--- src/rtl/imem_pkg.sv ---
// imem_pkg: constants, loader state encoding and the word-index to byte-address
// helper shared by the program loader and the instruction RAM (which indexes a[31:2]).
package imem_pkg;

  localparam int unsigned DEPTH = 64;
  localparam int unsigned AW    = $clog2(DEPTH);

  typedef enum logic [2:0] {
    IDLE,
    COUNT,
    DATA,
    CHECK,
    DONE,
    ERR
  } loader_state_t;

  // Byte address of a word: {zeros, idx, 2'b00}.
  function automatic logic [31:0] word_addr(input logic [AW-1:0] idx);
    logic [31:0] a;
    a         = '0;
    a[AW+1:2] = idx;
    return a;
  endfunction

endpackage

--- src/rtl/imem_word_packer.sv ---
// imem_word_packer: assembles little-endian bytes into 32-bit words and keeps a
// running XOR checksum of every byte it accepts.
// Ports:
//   i_clk, i_rst_n  clock, asynchronous active-low reset
//   i_clear         restart at lane 0 with a zero checksum
//   i_byte_en       accept i_byte this cycle
//   i_byte          stream byte
//   o_word_done     combinational: the byte accepted this cycle completes a word
//   o_word_valid    registered one-cycle pulse, o_word holds the new word
//   o_word          last completed word (held between pulses)
//   o_csum          XOR of all bytes accepted since the last clear
module imem_word_packer
  import imem_pkg::*;
(
  input  logic        i_clk,
  input  logic        i_rst_n,
  input  logic        i_clear,
  input  logic        i_byte_en,
  input  logic [7:0]  i_byte,
  output logic        o_word_done,
  output logic        o_word_valid,
  output logic [31:0] o_word,
  output logic [7:0]  o_csum
);

  logic [1:0]  r_lane, w_lane_d;
  logic [23:0] r_shift, w_shift_d;
  logic [31:0] r_word, w_word_d;
  logic        r_word_valid, w_word_valid_d;
  logic [7:0]  r_csum, w_csum_d;

  always_comb begin
    w_lane_d       = r_lane;
    w_shift_d      = r_shift;
    w_word_d       = r_word;
    w_word_valid_d = 1'b0;
    w_csum_d       = r_csum;
    if (i_clear) begin
      w_lane_d = 2'd0;
      w_csum_d = 8'd0;
    end else if (i_byte_en) begin
      w_csum_d = r_csum ^ i_byte;
      w_lane_d = r_lane + 2'd1;
      unique case (r_lane)
        2'd0: w_shift_d[7:0]   = i_byte;
        2'd1: w_shift_d[15:8]  = i_byte;
        2'd2: w_shift_d[23:16] = i_byte;
        2'd3: begin
          w_word_d       = {i_byte, r_shift};
          w_word_valid_d = 1'b1;
        end
      endcase
    end
  end

  always_ff @(posedge i_clk or negedge i_rst_n) begin
    if (!i_rst_n) begin
      r_lane       <= 2'd0;
      r_shift      <= 24'd0;
      r_word       <= 32'd0;
      r_word_valid <= 1'b0;
      r_csum       <= 8'd0;
    end else begin
      r_lane       <= w_lane_d;
      r_shift      <= w_shift_d;
      r_word       <= w_word_d;
      r_word_valid <= w_word_valid_d;
      r_csum       <= w_csum_d;
    end
  end

  assign o_word_done  = i_byte_en && !i_clear && (r_lane == 2'd3);
  assign o_word_valid = r_word_valid;
  assign o_word       = r_word;
  assign o_csum       = r_csum;

endmodule

--- src/rtl/imem_loader.sv ---
// imem_loader: receives a framed byte stream (count N, 4*N little-endian
// instruction bytes, XOR checksum) and writes the words into the instruction
// RAM through its synchronous write port, holding the CPU in reset meanwhile.
// Ports:
//   i_clk, i_rst_n       clock, asynchronous active-low reset
//   i_start              pulse: begin a load (clears done/err when finished)
//   i_rx_data/i_rx_valid stream byte and its valid; o_rx_ready is the handshake
//   o_mem_we/wa/wd       RAM write port: one-cycle pulse, byte address, word
//   o_cpu_hold           processor reset request
//   o_busy               load in progress
//   o_done, o_err        sticky completion / failure flags
module imem_loader
  import imem_pkg::*;
(
  input  logic        i_clk,
  input  logic        i_rst_n,
  input  logic        i_start,
  input  logic [7:0]  i_rx_data,
  input  logic        i_rx_valid,
  output logic        o_rx_ready,
  output logic        o_mem_we,
  output logic [31:0] o_mem_wa,
  output logic [31:0] o_mem_wd,
  output logic        o_cpu_hold,
  output logic        o_busy,
  output logic        o_done,
  output logic        o_err
);

  loader_state_t r_state, w_state_d;
  logic [AW-1:0] r_idx, w_idx_d;
  logic [AW-1:0] r_last, w_last_d;
  logic          r_chk_got, w_chk_got_d;
  logic          r_chk_ok, w_chk_ok_d;
  logic [31:0]   r_wa, w_wa_d;
  logic          r_rx_ready, w_rx_ready_d;
  logic          r_cpu_hold, w_cpu_hold_d;
  logic          r_busy, w_busy_d;
  logic          r_done, w_done_d;
  logic          r_err, w_err_d;

  logic          w_accept;
  logic          w_pack_clear;
  logic          w_pack_en;
  logic          w_word_done;
  logic          w_word_valid;
  logic [31:0]   w_word;
  logic [7:0]    w_csum;
  logic [7:0]    w_n_m1;

  assign w_accept = i_rx_valid && r_rx_ready;
  // N in 1..DEPTH maps to a last index in 0..DEPTH-1; DEPTH itself wraps to all ones.
  assign w_n_m1   = i_rx_data - 8'd1;

  imem_word_packer u_packer (
    .i_clk        (i_clk),
    .i_rst_n      (i_rst_n),
    .i_clear      (w_pack_clear),
    .i_byte_en    (w_pack_en),
    .i_byte       (i_rx_data),
    .o_word_done  (w_word_done),
    .o_word_valid (w_word_valid),
    .o_word       (w_word),
    .o_csum       (w_csum)
  );

  always_comb begin
    w_state_d    = r_state;
    w_idx_d      = r_idx;
    w_last_d     = r_last;
    w_chk_got_d  = r_chk_got;
    w_chk_ok_d   = r_chk_ok;
    w_wa_d       = r_wa;
    w_done_d     = r_done;
    w_err_d      = r_err;
    w_pack_clear = 1'b0;
    w_pack_en    = 1'b0;

    unique case (r_state)
      IDLE: begin
        if (i_start) w_state_d = COUNT;
      end
      COUNT: begin
        if (w_accept) begin
          if (i_rx_data != 8'd0 && i_rx_data <= 8'(DEPTH)) begin
            w_state_d    = DATA;
            w_idx_d      = '0;
            w_last_d     = w_n_m1[AW-1:0];
            w_pack_clear = 1'b1;
          end else begin
            w_state_d = ERR;
            w_err_d   = 1'b1;
          end
        end
      end
      DATA: begin
        if (w_accept) begin
          w_pack_en = 1'b1;
          if (w_word_done) begin
            w_wa_d = word_addr(r_idx);
            if (r_idx == r_last) begin
              w_state_d   = CHECK;
              w_chk_got_d = 1'b0;
            end else begin
              w_idx_d = r_idx + {{(AW-1){1'b0}}, 1'b1};
            end
          end
        end
      end
      CHECK: begin
        // Capture the checksum byte first, resolve on the following cycle.
        if (!r_chk_got) begin
          if (w_accept) begin
            w_chk_got_d = 1'b1;
            w_chk_ok_d  = (i_rx_data == w_csum);
          end
        end else if (r_chk_ok) begin
          w_state_d = DONE;
          w_done_d  = 1'b1;
        end else begin
          w_state_d = ERR;
          w_err_d   = 1'b1;
        end
      end
      DONE, ERR: begin
        if (i_start) begin
          w_state_d = COUNT;
          w_done_d  = 1'b0;
          w_err_d   = 1'b0;
        end
      end
      default: w_state_d = IDLE;
    endcase

    w_rx_ready_d = (w_state_d == COUNT) || (w_state_d == DATA) ||
                   ((w_state_d == CHECK) && !w_chk_got_d);
    w_busy_d     = (w_state_d == COUNT) || (w_state_d == DATA) || (w_state_d == CHECK);
    w_cpu_hold_d = (w_state_d != IDLE) && (w_state_d != DONE);
  end

  always_ff @(posedge i_clk or negedge i_rst_n) begin
    if (!i_rst_n) begin
      r_state    <= IDLE;
      r_idx      <= '0;
      r_last     <= '0;
      r_chk_got  <= 1'b0;
      r_chk_ok   <= 1'b0;
      r_wa       <= 32'd0;
      r_rx_ready <= 1'b0;
      r_cpu_hold <= 1'b0;
      r_busy     <= 1'b0;
      r_done     <= 1'b0;
      r_err      <= 1'b0;
    end else begin
      r_state    <= w_state_d;
      r_idx      <= w_idx_d;
      r_last     <= w_last_d;
      r_chk_got  <= w_chk_got_d;
      r_chk_ok   <= w_chk_ok_d;
      r_wa       <= w_wa_d;
      r_rx_ready <= w_rx_ready_d;
      r_cpu_hold <= w_cpu_hold_d;
      r_busy     <= w_busy_d;
      r_done     <= w_done_d;
      r_err      <= w_err_d;
    end
  end

  assign o_rx_ready = r_rx_ready;
  assign o_mem_we   = w_word_valid;
  assign o_mem_wa   = r_wa;
  assign o_mem_wd   = w_word;
  assign o_cpu_hold = r_cpu_hold;
  assign o_busy     = r_busy;
  assign o_done     = r_done;
  assign o_err      = r_err;

endmodule

--- config.mk ---
export PLATFORM = sky130hd
export DESIGN_NAME = imem_loader
export DESIGN_NICKNAME = d
export VERILOG_FILES = /design/src/rtl/imem_pkg.sv /design/src/rtl/imem_word_packer.sv /design/src/rtl/imem_loader.sv
export SDC_FILE = /design/constraint.sdc
export NUM_CORES = 1
export LEC_CHECK = 0
export ABC_AREA = 1
export CAP_MARGIN = 40
export CORE_ASPECT_RATIO = 1.5
export CORE_UTILIZATION = 50
export CTS_CLUSTER_SIZE = 28
export DETAILED_ROUTE_END_ITERATION = 8
export HOLD_SLACK_MARGIN = 0.03
export PLACE_DENSITY = 0.77
export RECOVER_POWER = 25
export SYNTH_ARGS = -nofsm -noshare
export SYNTH_HDL_FRONTEND = slang
export SYNTH_SLANG_ARGS = --single-unit
--- constraint.sdc ---
create_clock -name i_clk -period 1.6 [get_ports i_clk]
set_input_delay 0.32 -clock i_clk [delete_from_list [all_inputs] [get_ports i_clk]]
set_output_delay 0.32 -clock i_clk [all_outputs]
set_load 0.005 [all_outputs]
==> run summary, run 1 <==
run status - complete, no violations
clk_skew - 6.616 ps
Reg2Reg Setup Slack - 80 ps
first-pass GRT wire length - 15830 um
Slew @ Worst Pin - 743.0 ps
class of the worst hold path - in2reg
clock tree buffer depth - 2
number of port buffers - 55
antenna violations before repair - 0
Sinks on Clock Net - 95
Synth top cells by count - 180 x sky130_fd_sc_hd__nand2_1, 95 x sky130_fd_sc_hd__dfrtp_1, 53 x sky130_fd_sc_hd__inv_1
cell depth of the worst min-delay path - 3
CTS clk-pin slew, worst paths - 60 ps
count of flip-flops with a built-in enable after synthesis - 0
Die W - 79.37 um
Max-Cap Viols - 0
startpoint of the worst-slack reg-to-reg timing path - r_state[0]
launching element type of the critical path - flip-flop
yosys synthesis warning count - 0
DRC - 0
sequential cell area fraction in the yosys report - 0.5295
number of CTS-inserted buffers - 9
via total after detailed routing - 3644
post-DR wirelength/cell - 13.67 um
count of antenna-violating nets left after detailed routing - 0
Post-DP HPWL - 6960 um
flip-flop and latch count after synthesis - 95
number of setup violations in the final report - 0
post-route standard cell area excluding fillers - 5764 um2
most instantiated library cell after synthesis - sky130_fd_sc_hd__nand2_1
number of slew-limit violations in the final report - 0
final hold viol count - 0
Final Cycle Share - 0.9693
average size of a mapped cell - 8.567 um2
cell type group with the largest total delay on the critical path - buffers and inverters
endpoint with the worst hold slack - r_last[0]
required time at the endpoint of the critical path - 1280 ps
Sequential Area - 2382 um2
nature of the critical path endpoint - output pin
Buffers & Inverters on Critical Path - 1
Synth async-reset ratio - 1.000
CP max stage delay - 510 ps
critical path class - reg2out
Die Footprint - 9369 um2
Pre-Repair DR Iteration Count - 4
total global-route track usage - 0.2237
pin count of the biggest net entering global routing - 43
synthesized instance count - 524
Syn Std Cell Area - 4489 um2
first-iteration detailed-routing DRC count - 276
dominant register cell in the synthesized netlist - sky130_fd_sc_hd__dfrtp_1
Power Dens Cells - 1329 nW/um2
number of antenna cells inserted - 0
Starting Density - 0.5115
Boundary Pins - 82
Area contributors post-synth - sky130_fd_sc_hd__dfrtp_1 53%, sky130_fd_sc_hd__nand2_1 15%, sky130_fd_sc_hd__o21ai_0 5.6%
fraction of layout cells with a size suffix above 1 - 0.1611
biggest fanout along the worst timing path - 2
Cell Chain, Critical Path - clkdlybuf4s50_1
Core Util, Final - 0.6568
leakage power - 3.004 nW
area fraction of the dominant cell type after synthesis - 0.5295
placed standard-cell area - 5296 um2
Avg Vias per Cell - 4.944
Root Driver - sky130_fd_sc_hd__clkbuf_16
hold path startpoint - i_rx_data[0]
top cell type by total area after synthesis - sky130_fd_sc_hd__dfrtp_1
Die Y - 118.1 um
post-layout minimum cycle time - 1551 ps
GPL Wtd Cong - 0.8971
Worst IR Drop VDD - 0.0007948 V
H-Tree Depth - 3
data arrival time at the worst-slack endpoint - 1230 ps
number of unique standard cell types used by synthesis - 35
relative area change from synthesis to final layout - 28.40%
TritonCTS clock tree - done
GRT overflow - 0
Core Region - 8776 um2
total area of multi-input combinational cells - 1780 um2
vias in the first global route - 3384
end of the worst register-to-register path - r_idx[4]
number of cell instances on the worst register-to-register path - 10
Peak Freq - 644.8 MHz
worst-path cell with the longest stage delay - sky130_fd_sc_hd__clkdlybuf4s50_1
row count - 42
latest clock arrival within the worst-skew pair - 340 ps
worst slew margin relative to its limit - 0.5047
Post-layout nets - 641
post-detailed-routing wire length - 10070 um
unrepaired setup endpoints after global routing - true
Fillers - 691
## layout by cell type (no fill, tap or decap), types with 3 or more instances in the layout
master and instances:
sky130_fd_sc_hd__inv_2 13, sky130_fd_sc_hd__clkbuf_16 9, sky130_fd_sc_hd__nand2_4 3, sky130_fd_sc_hd__dfrtp_1 91, sky130_fd_sc_hd__nor2_4 3, sky130_fd_sc_hd__nor2_2 4, sky130_fd_sc_hd__nand2_2 6, sky130_fd_sc_hd__clkdlybuf4s50_1 47
sky130_fd_sc_hd__xnor2_1 6, sky130_fd_sc_hd__clkbuf_1 4, sky130_fd_sc_hd__nand3_1 10, sky130_fd_sc_hd__buf_4 38, sky130_fd_sc_hd__a21oi_1 10, sky130_fd_sc_hd__ha_1 6, sky130_fd_sc_hd__nand2_1 176, sky130_fd_sc_hd__buf_12 3
sky130_fd_sc_hd__dfrtp_2 4, sky130_fd_sc_hd__xor2_1 9, sky130_fd_sc_hd__nor2_1 22, sky130_fd_sc_hd__nor3_1 4, sky130_fd_sc_hd__conb_1 26, sky130_fd_sc_hd__inv_1 44, sky130_fd_sc_hd__dlymetal6s2s_1 5, sky130_fd_sc_hd__o21ai_1 11
sky130_fd_sc_hd__o21ai_0 45
## area by class of cell
cell class	instances	area share
clock buffer	13	0.04168
sequential	95	0.4133
clock inverter	3	0.01172
multi-input combinational	359	0.3089
tap	110	0.02388
inverter	58	0.03864
timing repair buffer	99	0.1619
## report_power, final
part | switching, W | internal, W | total [W]
combinational | 0.00120 | 0.000981 | 0.00218
clock | 0.000866 | 0.00137 | 0.00224
sequential | 0.000374 | 0.00287 | 0.00324
## worst reg2reg max path: cells and delay by family, from the launching register on
kind | cells | cell delay [ps]
AND/OR/NAND/NOR | 6 | 650
flip-flops | 1 | 420
buffers and inverters | 3 | 280
AO/OA/AOI/OAI | 1 | 70
## state kept, by name, indices dropped and copies added, names as in the netlist
signal / flops
r_chk_got: 1
o_done: 1
u_packer.o_csum: 8
u_packer.o_word_valid: 1
u_packer.r_lane: 2
u_packer.r_shift: 24
r_chk_ok: 1
o_mem_wa: 6
o_busy: 1
u_packer.o_word: 32
o_err: 1
r_state: 3
o_cpu_hold: 1
r_last: 6
r_idx: 6
o_rx_ready: 1
## layer usage
layer / share of wire / GRT usage
met2: 0.57 / 0.4046
met4: 0.038 / 0.1239
met3: 0.028 / 0.03643
met5: 0 / 0
met1: 0.37 / 0.2403
## repair_timing
action,CTS,global route
buffers inserted,2,9
setup endpoints to repair,16,24
pin swaps,7,11
gates cloned,1,0
hold buffers,1,0
gates resized for setup,15,26
hold endpoints to repair,25,0
## kinds of logic after synthesis
kind of cell	share of synthesized area
compound gates	0.08333
xor+xnor	0.02927
buf+inv	0.1109
simple gates	0.2266
flops	0.5295
fa+ha+maj	0.01951
other cells	0.0008353
## worst max-delay path by stage
stage / from / end / slack (ps) / cells after the start
final: u_packer.o_word[29] / o_mem_wd[29] / 50 / 1
after global routing: r_state[0] / r_idx[0] / -30 / 9
after CTS: r_idx[3] / r_idx[4] / 10 / 12
after detailed placement: i_rx_data[0] / r_idx[4] / -470 / 14
after global placement: i_rx_data[0] / r_idx[3] / -390 / 13
after floorplan: i_rx_data[1] / o_rx_ready / 110 / 13
## stage by stage
stage               TNS (ps)  std cells  hold slack [ps]  worst slack (ps)  total power, W
detailed placement    -20190        708            282.5            -467.0        0.005182
global route          -85.61        737            448.7            -34.78        0.008094
CTS                        0        728            435.1             12.31        0.007529
finish                     0        737            435.2             49.15        0.007660
global placement      -16860        708            277.6            -387.6        0.005098
floorplan                  0        549            24.41             108.6        0.004425
No activity file was read; power rests on OpenSTA's default activity.
==> run 2: changes to the inputs <==
- CTS_CLUSTER_SIZE: 28 -> 25
==> results of run 2 <==
The final DEF is identical to that of run 1; final timing and power are the same.
==> run 3: changes to the inputs <==
- SETUP_SLACK_MARGIN: unset -> 0.3
==> run 3 against run 2 <==
Effect of this change: the run now ends with negative setup slack left; die area did not move; highest routed layer unchanged; flip-flop and latch count did not move; global-route usage rose by 3.4 points; largest power group unchanged.
==> run summary, run 3 (same netlist as run 1, synthesis figures left out) <==
vias in the first global route - 3772 (was 3384)
Peak Freq - 595.1 MHz (was 644.8 MHz)
flip-flop count of the largest register, all copies and words added - 32 (unchanged)
CTS clk-pin slew, worst paths - 70 ps (was 60 ps)
post-DR wirelength/cell - 19.78 um (was 13.67 um)
data arrival time at the worst-slack endpoint - 1920 ps (was 1230 ps)
worst slew margin relative to its limit - 0.4297 (was 0.5047)
Die W - 79.37 um (unchanged)
worst setup path endpoint - r_idx[3] (was o_mem_wd[29])
clk_skew - 9.134 ps (was 6.616 ps)
Power Dens Cells - 1238 nW/um2 (was 1329 nW/um2)
H-Tree Depth - 3 (unchanged)
biggest fanout along the worst timing path - 5 (was 2)
instance count on the critical path - 12 (was 1)
nature of the critical path endpoint - flip-flop (was output pin)
Buffers & Inverters on Critical Path - 1 (unchanged)
post-detailed-routing wire length - 15230 um (was 10070 um)
post-route standard cell area excluding fillers - 6862 um2 (was 5764 um2)
launching element type of the critical path - flip-flop (unchanged)
pin count of the biggest net entering global routing - 35 (was 43)
Reg2Reg Setup Slack - -80 ps (was 80 ps)
final hold viol count - 0 (unchanged)
Die Footprint - 9369 um2 (unchanged)
leading cell types in the layout, fill and taps excluded - 95 x sky130_fd_sc_hd__nand2_1, 92 x sky130_fd_sc_hd__dfrtp_1, 56 x sky130_fd_sc_hd__nand2_2, 49 x sky130_fd_sc_hd__buf_4, 43 x sky130_fd_sc_hd__clkdlybuf4s15_1 (was 176 x sky130_fd_sc_hd__nand2_1, 91 x sky130_fd_sc_hd__dfrtp_1, 47 x sky130_fd_sc_hd__clkdlybuf4s50_1, 45 x sky130_fd_sc_hd__o21ai_0, 44 x sky130_fd_sc_hd__inv_1)
antenna violations before repair - 0 (unchanged)
critical path class - reg2reg (was reg2out)
class of the worst hold path - in2reg (unchanged)
Pre-Repair DR Iteration Count - 5 (was 4)
first-pass GRT wire length - 18020 um (was 15830 um)
Boundary Pins - 82 (unchanged)
worst-path cell with the longest stage delay - sky130_fd_sc_hd__dfrtp_1 (was sky130_fd_sc_hd__clkdlybuf4s50_1)
Max-Cap Viols - 0 (unchanged)
Slew @ Worst Pin - 855.5 ps (was 743.0 ps)
number of CTS-inserted buffers - 9 (unchanged)
number of setup violations in the final report - 9 (was 0)
fraction of layout cells with a size suffix above 1 - 0.3924 (was 0.1611)
relative area change from synthesis to final layout - 52.84% (was 28.40%)
Final Cycle Share - 1.050 (was 0.9693)
Avg Vias per Cell - 5.497 (was 4.944)
total global-route track usage - 0.2578 (was 0.2237)
GRT overflow - 0 (unchanged)
clock tree buffer depth - 2 (unchanged)
number of antenna cells inserted - 0 (unchanged)
Core Region - 8776 um2 (unchanged)
Cell Chain, Critical Path - inv_1, nand2_1, nand2_1, nand2_2, nor2_4, nand2_1, nand2_2, nand2_2, nand2_4, nor2_4, nand2_1, o21ai_1 (was clkdlybuf4s50_1)
required time at the endpoint of the critical path - 1840 ps (was 1280 ps)
via total after detailed routing - 4233 (was 3644)
run status - finished with violations (was complete, no violations)
least setup slack across all paths after layout - -80.47 ps (was 49.15 ps)
post-layout minimum cycle time - 1680 ps (was 1551 ps)
end of the worst register-to-register path - r_idx[3] (was r_idx[4])
Post-layout nets - 674 (was 641)
startpoint of the worst setup timing path - r_last[0] (was u_packer.o_word[29])
number of cell instances on the worst register-to-register path - 12 (was 10)
critical path's most frequent cell - sky130_fd_sc_hd__nand2_1
Starting Density - 0.5115 (unchanged)
count of antenna-violating nets left after detailed routing - 0 (unchanged)
startpoint of the worst-slack reg-to-reg timing path - r_last[0] (was r_state[0])
number of slew-limit violations in the final report - 0 (unchanged)
Worst Hold Margin - 333.3 ps (was 435.2 ps)
violated checks - negative setup slack
Die Y - 118.1 um (unchanged)
cell type group with the largest total delay on the critical path - simple AND/OR/NAND/NOR gates (was buffers and inverters)
row count - 42 (unchanged)
leakage power - 3.647 nW (was 3.004 nW)
commonest non-fill, non-tap cell in the layout - sky130_fd_sc_hd__nand2_1 (unchanged)
placed standard-cell area - 5406 um2 (was 5296 um2)
number of port buffers - 55 (unchanged)
first-iteration detailed-routing DRC count - 344 (was 276)
DRC - 0 (unchanged)
TritonCTS clock tree - done (unchanged)
Worst IR Drop VDD - 0.0009008 V (was 0.0007948 V)
CP max stage delay - 460 ps (was 510 ps)
Root Driver - sky130_fd_sc_hd__clkbuf_16 (unchanged)
Sinks on Clock Net - 95 (unchanged)
unrepaired setup endpoints after global routing - true (unchanged)
GPL Wtd Cong - 0.8843 (was 0.8971)
Post-DP HPWL - 7087 um (was 6960 um)
latest clock arrival within the worst-skew pair - 350 ps (was 340 ps)
==> run 3: changes by cell type in the layout (fill, tap and decap cells not counted), moves of 7 or more <==
cell	previous run	this run
sky130_fd_sc_hd__nand2_2	6	56
sky130_fd_sc_hd__nor2_1	22	15
sky130_fd_sc_hd__nand2_4	3	30
sky130_fd_sc_hd__buf_4	38	49
sky130_fd_sc_hd__nand2_1	176	95
sky130_fd_sc_hd__clkdlybuf4s15_1	0	43
sky130_fd_sc_hd__o21ai_0	45	8
sky130_fd_sc_hd__clkdlybuf4s50_1	47	2
sky130_fd_sc_hd__o21ai_2	1	13
sky130_fd_sc_hd__o21ai_1	11	36
sky130_fd_sc_hd__nor2_4	3	10
==> run 3: worst min path at each step <==
stage	start	end	slack (ps)	cells after the start
floorplan	i_rst_n	o_busy	20	0
detailed placement	i_rst_n	u_packer.o_word[4]	290	1
global route	i_rx_data[0]	r_last[0]	330	3
global placement	i_rst_n	u_packer.o_word[4]	280	1
finish	i_rx_data[0]	r_last[0]	330	3
CTS	i_rx_data[0]	r_last[0]	410	3
==> run 3: cell type report <==
| cell class | instances | area [um2] |
|---|---|---|
| Clock buffer | 12 | 246.5 |
| Clock inverter | 4 | 30.03 |
| Fill cell | 491 | 1914 |
| Inverter | 58 | 266.5 |
| Multi-Input combinational cell | 359 | 2375 |
| Sequential cell | 95 | 2381 |
| Tap cell | 110 | 137.6 |
| Timing Repair Buffer | 131 | 1414 |
| Timing Repair inverter | 1 | 11.26 |
==> run 3: what timing repair did <==
item | in CTS | in global routing
hold buffers | 1 | 0
resized for setup | 162 | 171
hold endpoints to repair | 29 | 0
pin swaps | 20 | 41
setup buffers | 19 | 9
setup endpoints to repair | 139 | 105
gates cloned | 6 | 7
==> run 3: worst register-to-register path, cell delays in order (launching register included) <==
cell and delay [ps]:
sky130_fd_sc_hd__dfrtp_1 460, sky130_fd_sc_hd__inv_1 100, sky130_fd_sc_hd__nand2_1 80, sky130_fd_sc_hd__nand2_1 110, sky130_fd_sc_hd__nand2_2 90, sky130_fd_sc_hd__nor2_4 160, sky130_fd_sc_hd__nand2_1 120, sky130_fd_sc_hd__nand2_2 110
sky130_fd_sc_hd__nand2_2 70, sky130_fd_sc_hd__nand2_4 100, sky130_fd_sc_hd__nor2_4 60, sky130_fd_sc_hd__nand2_1 60, sky130_fd_sc_hd__o21ai_1 60
==> run 3: per-layer routing <==
| metal | part of all wire | track usage | wire length (um) |
|---|---|---|---|
| met2 | 0.54 | 0.4860 | 8269 |
| met5 | 0 | 0 | 0 |
| met4 | 0.065 | 0.1432 | 995 |
| met1 | 0.34 | 0.2580 | 5125 |
| met3 | 0.055 | 0.04109 | 839 |
==> run 3: power breakdown <==
group,internal [W],switching [W]
Combinational,0.00130,0.00174
Sequential,0.00286,0.000507
Clock,0.00111,0.000976
Total,0.00527,0.00323
==> run 3: metrics by stage <==
stage	instances	total power [W]	TNS (ps)	setup slack, ps	util
2_1_floorplan	549	0.004516	0	172.1	-
3_3_place_gp	712	0.005242	-21240	-458.4	0.6161
3_5_place_dp	712	0.005337	-22860	-514.3	0.6161
4_1_cts	754	0.007660	0	91.89	0.6986
5_1_grt	770	0.008853	-1312	-168.7	0.7819
6_report	770	0.008493	-363.7	-80.47	0.7819
